==> src/rtl/spi_flash_pkg.sv <==
// Shared opcodes and state encoding for the SPI-flash responder.
package spi_flash_pkg;

    localparam logic [7:0] CMD_READ = 8'h03;
    localparam logic [7:0] CMD_RDID = 8'h9F;
    localparam logic [7:0] CMD_RDSR = 8'h05;

    typedef enum logic [2:0] {
        IDLE,
        CMD,
        ADDR,
        DATA,
        ID,
        STAT,
        IGNORE
    } state_t;

endpackage

==> src/rtl/spi_flash_responder_if.sv <==
// SPI pins plus the byte-wide memory fetch port of the flash responder.
// slave is the responder side; master is the initiator/memory side.
interface spi_flash_responder_if #(
    parameter int ADDR_W = 24
);
    logic              spi_sclk;
    logic              chip_select;
    logic              spi_si;
    logic              spi_so;
    logic [ADDR_W-1:0] mem_addr;
    logic              mem_req;
    logic              mem_ack;
    logic [7:0]        mem_data;

    modport slave (
        input  spi_sclk, chip_select, spi_si, mem_ack, mem_data,
        output spi_so, mem_addr, mem_req
    );

    modport master (
        output spi_sclk, chip_select, spi_si, mem_ack, mem_data,
        input  spi_so, mem_addr, mem_req
    );
endinterface

==> src/rtl/spi_flash_responder_pin_sync.sv <==
// Three-flop pin synchroniser: two flops for metastability, the third
// gives the previous synchronised value for edge detection.
module spi_pin_sync #(
    parameter logic RST_VAL = 1'b0
) (
    input  logic clk,
    input  logic reset,
    input  logic pin,
    output logic level,
    output logic rise,
    output logic fall
);
    logic s1, s2, s3;

    // Shift the pin through the synchroniser chain.
    always_ff @(posedge clk or posedge reset) begin
        if (reset) begin
            s1 <= RST_VAL;
            s2 <= RST_VAL;
            s3 <= RST_VAL;
        end else begin
            s1 <= pin;
            s2 <= s1;
            s3 <= s2;
        end
    end

    assign level = s2;
    assign rise  = s2 & ~s3;
    assign fall  = ~s2 & s3;
endmodule

==> src/rtl/spi_flash_responder.sv <==
// SPI mode-0 serial-flash target answering READ, RDID and RDSR from a
// byte-wide memory with a one-byte prefetch buffer.
module spi_flash_responder
    import spi_flash_pkg::*;
#(
    parameter int          ADDR_W     = 24,
    parameter logic [23:0] JEDEC_ID   = 24'h010216,
    parameter logic [7:0]  STATUS_VAL = 8'h00
) (
    input  logic                 clk,
    input  logic                 reset,
    spi_flash_responder_if.slave bus,
    output logic                 underrun,
    output logic                 busy
);
    logic              sclk_lvl_unused, sclk_rise, sclk_fall;
    logic              cs_lvl, cs_rise, cs_fall;
    logic              si_s1, si_s2;
    state_t            state;
    logic [4:0]        bit_cnt;
    logic [22:0]       in_sr;
    logic [23:0]       out_sr;
    logic [ADDR_W-1:0] addr, addr_nxt, fetch_addr, maddr_q;
    logic [7:0]        buf_q, load_byte, cmd_byte;
    logic [23:0]       addr_word;
    logic              buf_valid, drop_ack, fetch_pend, so_q, req_q;
    logic              req_busy, fetch_evt, load_ok;

    spi_pin_sync #(.RST_VAL(1'b0)) u_sclk_sync (
        .clk(clk), .reset(reset), .pin(bus.spi_sclk),
        .level(sclk_lvl_unused), .rise(sclk_rise), .fall(sclk_fall)
    );

    // cs resets to the deselected level so reset release is not seen as a fall.
    spi_pin_sync #(.RST_VAL(1'b1)) u_cs_sync (
        .clk(clk), .reset(reset), .pin(bus.chip_select),
        .level(cs_lvl), .rise(cs_rise), .fall(cs_fall)
    );

    // Data-in pin only needs the two-flop path.
    always_ff @(posedge clk or posedge reset) begin
        if (reset) begin
            si_s1 <= 1'b0;
            si_s2 <= 1'b0;
        end else begin
            si_s1 <= bus.spi_si;
            si_s2 <= si_s1;
        end
    end

    assign cmd_byte  = {in_sr[6:0], si_s2};
    assign addr_word = {in_sr, si_s2};
    assign addr_nxt  = addr + 1'b1;
    assign req_busy  = req_q & ~bus.mem_ack;

    // Fetch trigger and byte source; an ack landing on the load fall bypasses the buffer.
    always_comb begin
        fetch_evt  = 1'b0;
        fetch_addr = addr_nxt;
        load_byte  = 8'hFF;
        load_ok    = 1'b0;
        if (!cs_lvl) begin
            if (state == ADDR && sclk_rise && bit_cnt == 5'd23) begin
                fetch_evt  = 1'b1;
                fetch_addr = addr_word[ADDR_W-1:0];
            end else if (state == DATA && sclk_fall && bit_cnt == 5'd0) begin
                fetch_evt = 1'b1;
            end
        end
        if (req_q && bus.mem_ack && !drop_ack) begin
            load_byte = bus.mem_data;
            load_ok   = 1'b1;
        end else if (buf_valid) begin
            load_byte = buf_q;
            load_ok   = 1'b1;
        end
    end

    // Command FSM, shifters, prefetch buffer and memory request handshake.
    always_ff @(posedge clk or posedge reset) begin
        if (reset) begin
            state      <= IDLE;
            bit_cnt    <= '0;
            in_sr      <= '0;
            out_sr     <= '0;
            addr       <= '0;
            buf_q      <= '0;
            buf_valid  <= 1'b0;
            drop_ack   <= 1'b0;
            fetch_pend <= 1'b0;
            so_q       <= 1'b0;
            req_q      <= 1'b0;
            maddr_q    <= '0;
            underrun   <= 1'b0;
        end else begin
            if (req_q && bus.mem_ack) begin
                req_q    <= 1'b0;
                drop_ack <= 1'b0;
                if (!drop_ack) begin
                    buf_q     <= bus.mem_data;
                    buf_valid <= 1'b1;
                end
            end

            if (cs_lvl) begin
                state      <= IDLE;
                so_q       <= 1'b0;
                bit_cnt    <= '0;
                buf_valid  <= 1'b0;
                fetch_pend <= 1'b0;
            end else begin
                case (state)
                    IDLE: begin
                        if (cs_fall) begin
                            state   <= CMD;
                            bit_cnt <= '0;
                        end
                    end
                    CMD: begin
                        if (sclk_rise) begin
                            in_sr   <= {in_sr[21:0], si_s2};
                            bit_cnt <= bit_cnt + 5'd1;
                            if (bit_cnt == 5'd7) begin
                                bit_cnt <= '0;
                                case (cmd_byte)
                                    CMD_READ: state <= ADDR;
                                    CMD_RDID: begin
                                        state  <= ID;
                                        out_sr <= JEDEC_ID;
                                    end
                                    CMD_RDSR: begin
                                        state  <= STAT;
                                        out_sr <= {STATUS_VAL, 16'h0000};
                                    end
                                    default: state <= IGNORE;
                                endcase
                            end
                        end
                    end
                    ADDR: begin
                        if (sclk_rise) begin
                            in_sr   <= {in_sr[21:0], si_s2};
                            bit_cnt <= bit_cnt + 5'd1;
                            if (bit_cnt == 5'd23) begin
                                bit_cnt <= '0;
                                addr    <= fetch_addr;
                                state   <= DATA;
                            end
                        end
                    end
                    DATA: begin
                        if (sclk_fall) begin
                            if (bit_cnt == 5'd0) begin
                                so_q          <= load_byte[7];
                                out_sr[23:16] <= {load_byte[6:0], 1'b0};
                                buf_valid     <= 1'b0;
                                addr          <= fetch_addr;
                                if (!load_ok) underrun <= 1'b1;
                            end else begin
                                so_q   <= out_sr[23];
                                out_sr <= {out_sr[22:0], 1'b0};
                            end
                            bit_cnt <= (bit_cnt == 5'd7) ? 5'd0 : bit_cnt + 5'd1;
                        end
                    end
                    ID: begin
                        if (sclk_fall) begin
                            if (bit_cnt != 5'd24) begin
                                so_q    <= out_sr[23];
                                out_sr  <= {out_sr[22:0], 1'b0};
                                bit_cnt <= bit_cnt + 5'd1;
                            end else begin
                                so_q <= 1'b0;
                            end
                        end
                    end
                    STAT: begin
                        if (sclk_fall) begin
                            so_q          <= out_sr[23];
                            out_sr[23:16] <= {out_sr[22:16], out_sr[23]};
                        end
                    end
                    IGNORE: so_q <= 1'b0;
                    default: state <= IDLE;
                endcase
            end

            // A fetch wanted while one is in flight retires the old one unused.
            if (cs_rise && req_busy) begin
                drop_ack <= 1'b1;
            end
            if (fetch_evt) begin
                if (req_busy) begin
                    drop_ack   <= 1'b1;
                    fetch_pend <= 1'b1;
                end else begin
                    req_q      <= 1'b1;
                    maddr_q    <= fetch_addr;
                    fetch_pend <= 1'b0;
                end
            end else if (fetch_pend && !cs_lvl && !req_busy) begin
                req_q      <= 1'b1;
                maddr_q    <= addr;
                fetch_pend <= 1'b0;
            end
        end
    end

    assign bus.spi_so   = so_q;
    assign bus.mem_req  = req_q;
    assign bus.mem_addr = maddr_q;
    assign busy         = ~cs_lvl;
endmodule
==> src/flat_wrapper.sv <==
// flat-port wrapper written by rule: the top's interface ports become plain ports
module spi_flash_responder_flat import spi_flash_pkg::*;
#(
    parameter int          ADDR_W     = 24,
    parameter logic [23:0] JEDEC_ID   = 24'h010216,
    parameter logic [7:0]  STATUS_VAL = 8'h00
)
  (clk, reset, underrun, busy, bus_spi_sclk, bus_chip_select, bus_spi_si, bus_mem_ack, bus_mem_data, bus_spi_so, bus_mem_addr, bus_mem_req);
  spi_flash_responder_if #(.ADDR_W(ADDR_W)) bus_i ();
  input  logic clk;
  input  logic reset;
  output logic underrun;
  output logic busy;
  input wire logic [$bits(bus_i.spi_sclk)-1:0] bus_spi_sclk;
  input wire logic [$bits(bus_i.chip_select)-1:0] bus_chip_select;
  input wire logic [$bits(bus_i.spi_si)-1:0] bus_spi_si;
  input wire logic [$bits(bus_i.mem_ack)-1:0] bus_mem_ack;
  input wire logic [$bits(bus_i.mem_data)-1:0] bus_mem_data;
  output wire logic [$bits(bus_i.spi_so)-1:0] bus_spi_so;
  output wire logic [$bits(bus_i.mem_addr)-1:0] bus_mem_addr;
  output wire logic [$bits(bus_i.mem_req)-1:0] bus_mem_req;
  assign bus_i.spi_sclk = bus_spi_sclk;
  assign bus_i.chip_select = bus_chip_select;
  assign bus_i.spi_si = bus_spi_si;
  assign bus_i.mem_ack = bus_mem_ack;
  assign bus_i.mem_data = bus_mem_data;
  assign bus_spi_so = bus_i.spi_so;
  assign bus_mem_addr = bus_i.mem_addr;
  assign bus_mem_req = bus_i.mem_req;
  spi_flash_responder #(.ADDR_W(ADDR_W), .JEDEC_ID(JEDEC_ID), .STATUS_VAL(STATUS_VAL)) u_core (.clk(clk), .reset(reset), .bus(bus_i), .underrun(underrun), .busy(busy));
endmodule
==> config.mk <==
export PLATFORM = sky130hd
export DESIGN_NAME = spi_flash_responder_flat
export DESIGN_NICKNAME = d
export VERILOG_FILES = /design/src/rtl/spi_flash_pkg.sv /design/src/rtl/spi_flash_responder_if.sv /design/src/rtl/spi_flash_responder_pin_sync.sv /design/src/rtl/spi_flash_responder.sv /design/src/flat_wrapper.sv
export SDC_FILE = /design/constraint.sdc
export NUM_CORES = 1
export LEC_CHECK = 0
export BUFFER_PORTS_ARGS = -buffer_cell sky130_fd_sc_hd__buf_2
export CORE_ASPECT_RATIO = 2
export CORE_MARGIN = 4
export CORE_UTILIZATION = 43
export CTS_CLUSTER_SIZE = 14
export DETAILED_ROUTE_END_ITERATION = 10
export PLACE_DENSITY = 0.71
export SLEW_MARGIN = 40
export SYNTH_ARGS = -nofsm -noshare
export SYNTH_HDL_FRONTEND = slang
export SYNTH_SLANG_ARGS = --single-unit
==> constraint.sdc <==
create_clock -name clk -period 4.85 [get_ports clk]
set_input_delay 0.485 -clock clk [delete_from_list [all_inputs] [get_ports clk]]
set_output_delay 0.485 -clock clk [all_outputs]
set_load 0.05 [all_outputs]
==> results.toml <==
[pwr]
p_total_mw = 3.24
vdd_drop_max_mv = 0.356
p_leak_nw = 3.36
power_density_nw_per_um2 = 444

[min_path]
holdPathEnd = "u_core.u_cs_sync.s1"
hp-start = "bus_chip_select"
holdPathStages = 1
hold_class = "primary input to register"

[drt]
via_per_inst = 5.99
ant_nets = 0
drtIter0Drc = 267
routedWlPerCell_um = 19.1
vias = 5012
routed_wirelength_mm = 16.0
drc = 0
drt-pass1-iter-count = 5

[place]
placed_cells = 805
place_hpwl_mm = 11.3
dp_slack_ns = 1.85
port_buffers = 41
gp_congestion = 0.941

[synth]
avgSynthCellArea_um2 = 10.4
synth_warnings = 0
syn_area_um2 = 6280
postSynthCellCount = 601
synth.distinct_cells = 70
synth_fp_nets = 618
synthFlopType = "dfrtp_1"
seq_area_frac_synth_pct = 49.5
synthArstFlopShare_pct = 100
synth_edf_count = 0
synth_seq_cells = 124

[cells_and_area]
utilization_pct = 50.8
fillers = 1292
area_growth_pct = 16.1
nNetsFinal = 649
finalNonFillerCells = 837
drive_above_1_share_pct = 24.0
diodes = 0

[global_route]
grt_max_degree = 84
overflow = 0
grt_pass1_wl_mm = 26.4
grt_pass1_vias = 5216
track_usage_pct = 20.3
antenna_found_initial = 0

[critical_path]
rr_startpoint = "u_core.state[1]"
worstPathCellList = "and3b_1 > a32oi_1 > buf_4 > or2_2 > a221o_1 > mux2_2"
rrSetupSlack_ns = 1.74
crit_path_max_fanout = 24
crit_slowest_cell = "dfrtp_1"
cp_slowest_stage_delay_ns = 0.81
worstPathRequired_ns = 5.14
reg2reg_to = "u_core.bus.mem_addr[0]"
start_kind = "register"
r2r_cells = 6
worstPathArrival_ns = 3.39
crit_path_end_kind = "register"
critPathKind = "register to register"

[timing]
fin_crit_sh_pct = 64.0
finalSetupViolCount = 0
fmax_mhz = 322
relSlewSlack_pct = 49.3
rsz0062_at_grt = "no"
hold_viol = 0
finalMaxSlewViolations = 0
period_needed_ns = 3.11
skew_ns = 0.00992
tightest_slew_ns = 0.758
fin_ws_ns = 1.74
fin_setup_tns_ns = 0

[job]
maxCapViolations = 0

[clock_network]
postCtsResizedCells = 0
numCtsBuffers = 17
clk_pin_slew_ns = 0.06
clockBufferDepth = 2
cts_setup_buffers = 0
tritoncts = "built"
insertion_delay_ns = 0.41
cts_sinks = 124
cts_hold_buffers = 0
cts-htree-levels = 4
cts_root_buffer = "clkbuf_16"

[die]
die_y_um = 179
io_pins = 42
die-area_um2 = 16700
core_area_um2 = 14400
chipWidth_um = 93.4
rows = 62
initial_core_util_pct = 43.7

[outcome]
status = "finished clean"
-- Yosys cell counts (7+ instances only) --
master	number	share of area, %
clkbuf_1	30	1.8
nor3_1	8	0.64
a211oi_1	19	2.3
o211ai_1	12	1.4
and3_1	7	0.70
nor4_1	10	1.0
nand2_1	57	3.4
o21ai_0	23	1.8
mux2_2	52	9.3
mux2i_1	22	3.5
o221ai_1	8	1.1
a21oi_1	26	2.1
inv_1	24	1.4
a2bb2oi_1	9	1.3
nand2b_1	8	0.80
nand3_1	25	2.0
nor2_1	23	1.4
nand4_1	12	1.2
dfrtp_1	121	48
-- critical path, delay by kind of cell, from the launching register on --
family          cells  cell delay [ns]
compound gates      2             0.61
buf+inv             1             0.22
mux                 1             0.28
simple gates        2             1.05
flops               1             0.81
-- metrics by stage --
stage                     hold WS, ns  cell area (µm²)
after detailed placement        0.341             6670
after global routing            0.158             7290
final                           0.174             7290
after global placement          0.335             6630
after floorplan                 0.331             6280
after CTS                       0.163             7280
-- placed cells by master (no fill, tap or decap), types with 4 or more instances in the layout --
| cell type | synthesis | layout |
|---|---|---|
| mux2_2 | 52 | 52 |
| o22ai_1 | 6 | 6 |
| buf_4 | 0 | 7 |
| o31ai_1 | 6 | 6 |
| clkbuf_16 | 0 | 17 |
| and3_1 | 7 | 7 |
| nand2b_1 | 8 | 8 |
| a21oi_1 | 26 | 26 |
| nor2b_1 | 6 | 6 |
| dfrtp_1 | 121 | 121 |
| a2bb2oi_1 | 9 | 9 |
| nand3_1 | 25 | 25 |
| inv_1 | 24 | 23 |
| nand4_1 | 12 | 12 |
| a21o_1 | 6 | 6 |
| a211oi_1 | 19 | 19 |
| buf_2 | 3 | 41 |
| nor2_1 | 23 | 23 |
| mux2i_1 | 22 | 22 |
| nor4_1 | 10 | 9 |
| nand2_1 | 57 | 57 |
| nor3_1 | 8 | 5 |
| o221ai_1 | 8 | 8 |
| o211ai_1 | 12 | 12 |
| a31oi_1 | 6 | 6 |
| nor3_2 | 1 | 4 |
| o21ai_0 | 23 | 23 |
-- where the power goes --
| group | internal (mW) | leakage [nW] | switching, mW | total [mW] |
|---|---|---|---|---|
| clock | 0.825 | 0.290 | 0.481 | 1.31 |
| sequential | 1.15 | 1.67 | 0.130 | 1.28 |
| combinational | 0.252 | 1.40 | 0.397 | 0.649 |
| total | 2.23 | 3.36 | 1.01 | 3.24 |
-- area by class of cell --
type                    count  area, µm²  share of cell area, %
clock inverters            13        166                   2.28
inverters                  26        103                   1.41
flip-flops and latches    124       3110                   42.6
clock buffers              19        443                   6.08
multi-input cells         415       2970                   40.8
repair buffers             48        258                   3.54
well taps                 192        240                   3.30
-- how the worst max path moves through the flow --
stage                             endpoint       startpoint  slack, ns
finish              u_core.bus.mem_addr[0]  u_core.state[1]       1.74
global placement    u_core.bus.mem_addr[0]  u_core.state[1]       1.85
global route        u_core.bus.mem_addr[0]  u_core.state[1]       1.63
floorplan                   u_core.addr[0]            reset       1.07
CTS                 u_core.bus.mem_addr[0]  u_core.state[1]       1.79
detailed placement  u_core.bus.mem_addr[0]  u_core.state[1]       1.85
-- cell families (layout without fill, tap and decap cells) --
family / Yosys count / after routing / share of synthesized area [%]
compound gates: 156 / 156 / 17.8
simple gates: 181 / 181 / 15.2
mux: 74 / 74 / 12.8
buf+inv: 62 / 106 / 3.89
xor+xnor: 1 / 1 / 0.140
fa+ha+maj: 3 / 3 / 0.598
flops: 124 / 124 / 49.5
-- sequential cells by signal, summed over array words and instances (netlist names), 3 cells and up --
| register | cells |
|---|---|
| u_core.buf_q | 8 |
| u_core.addr | 24 |
| u_core.bus.mem_addr | 24 |
| u_core.in_sr | 23 |
| u_core.state | 3 |
| u_core.bit_cnt | 5 |
| u_core.out_sr | 23 |
-- routing by layer --
metal / wire [µm] / GRT usage, % / vias up / share of wire, %
met5: 0 / 0 / - / 0
met4: 635 / 11.4 / 0 / 4.0
met3: 590 / 3.65 / 43 / 3.7
met2: 9070 / 36.7 / 159 / 57
met1: 5700 / 21.6 / 2490 / 36
li1: - / - / 2320 / -
(Power assumes the default switching activity.)
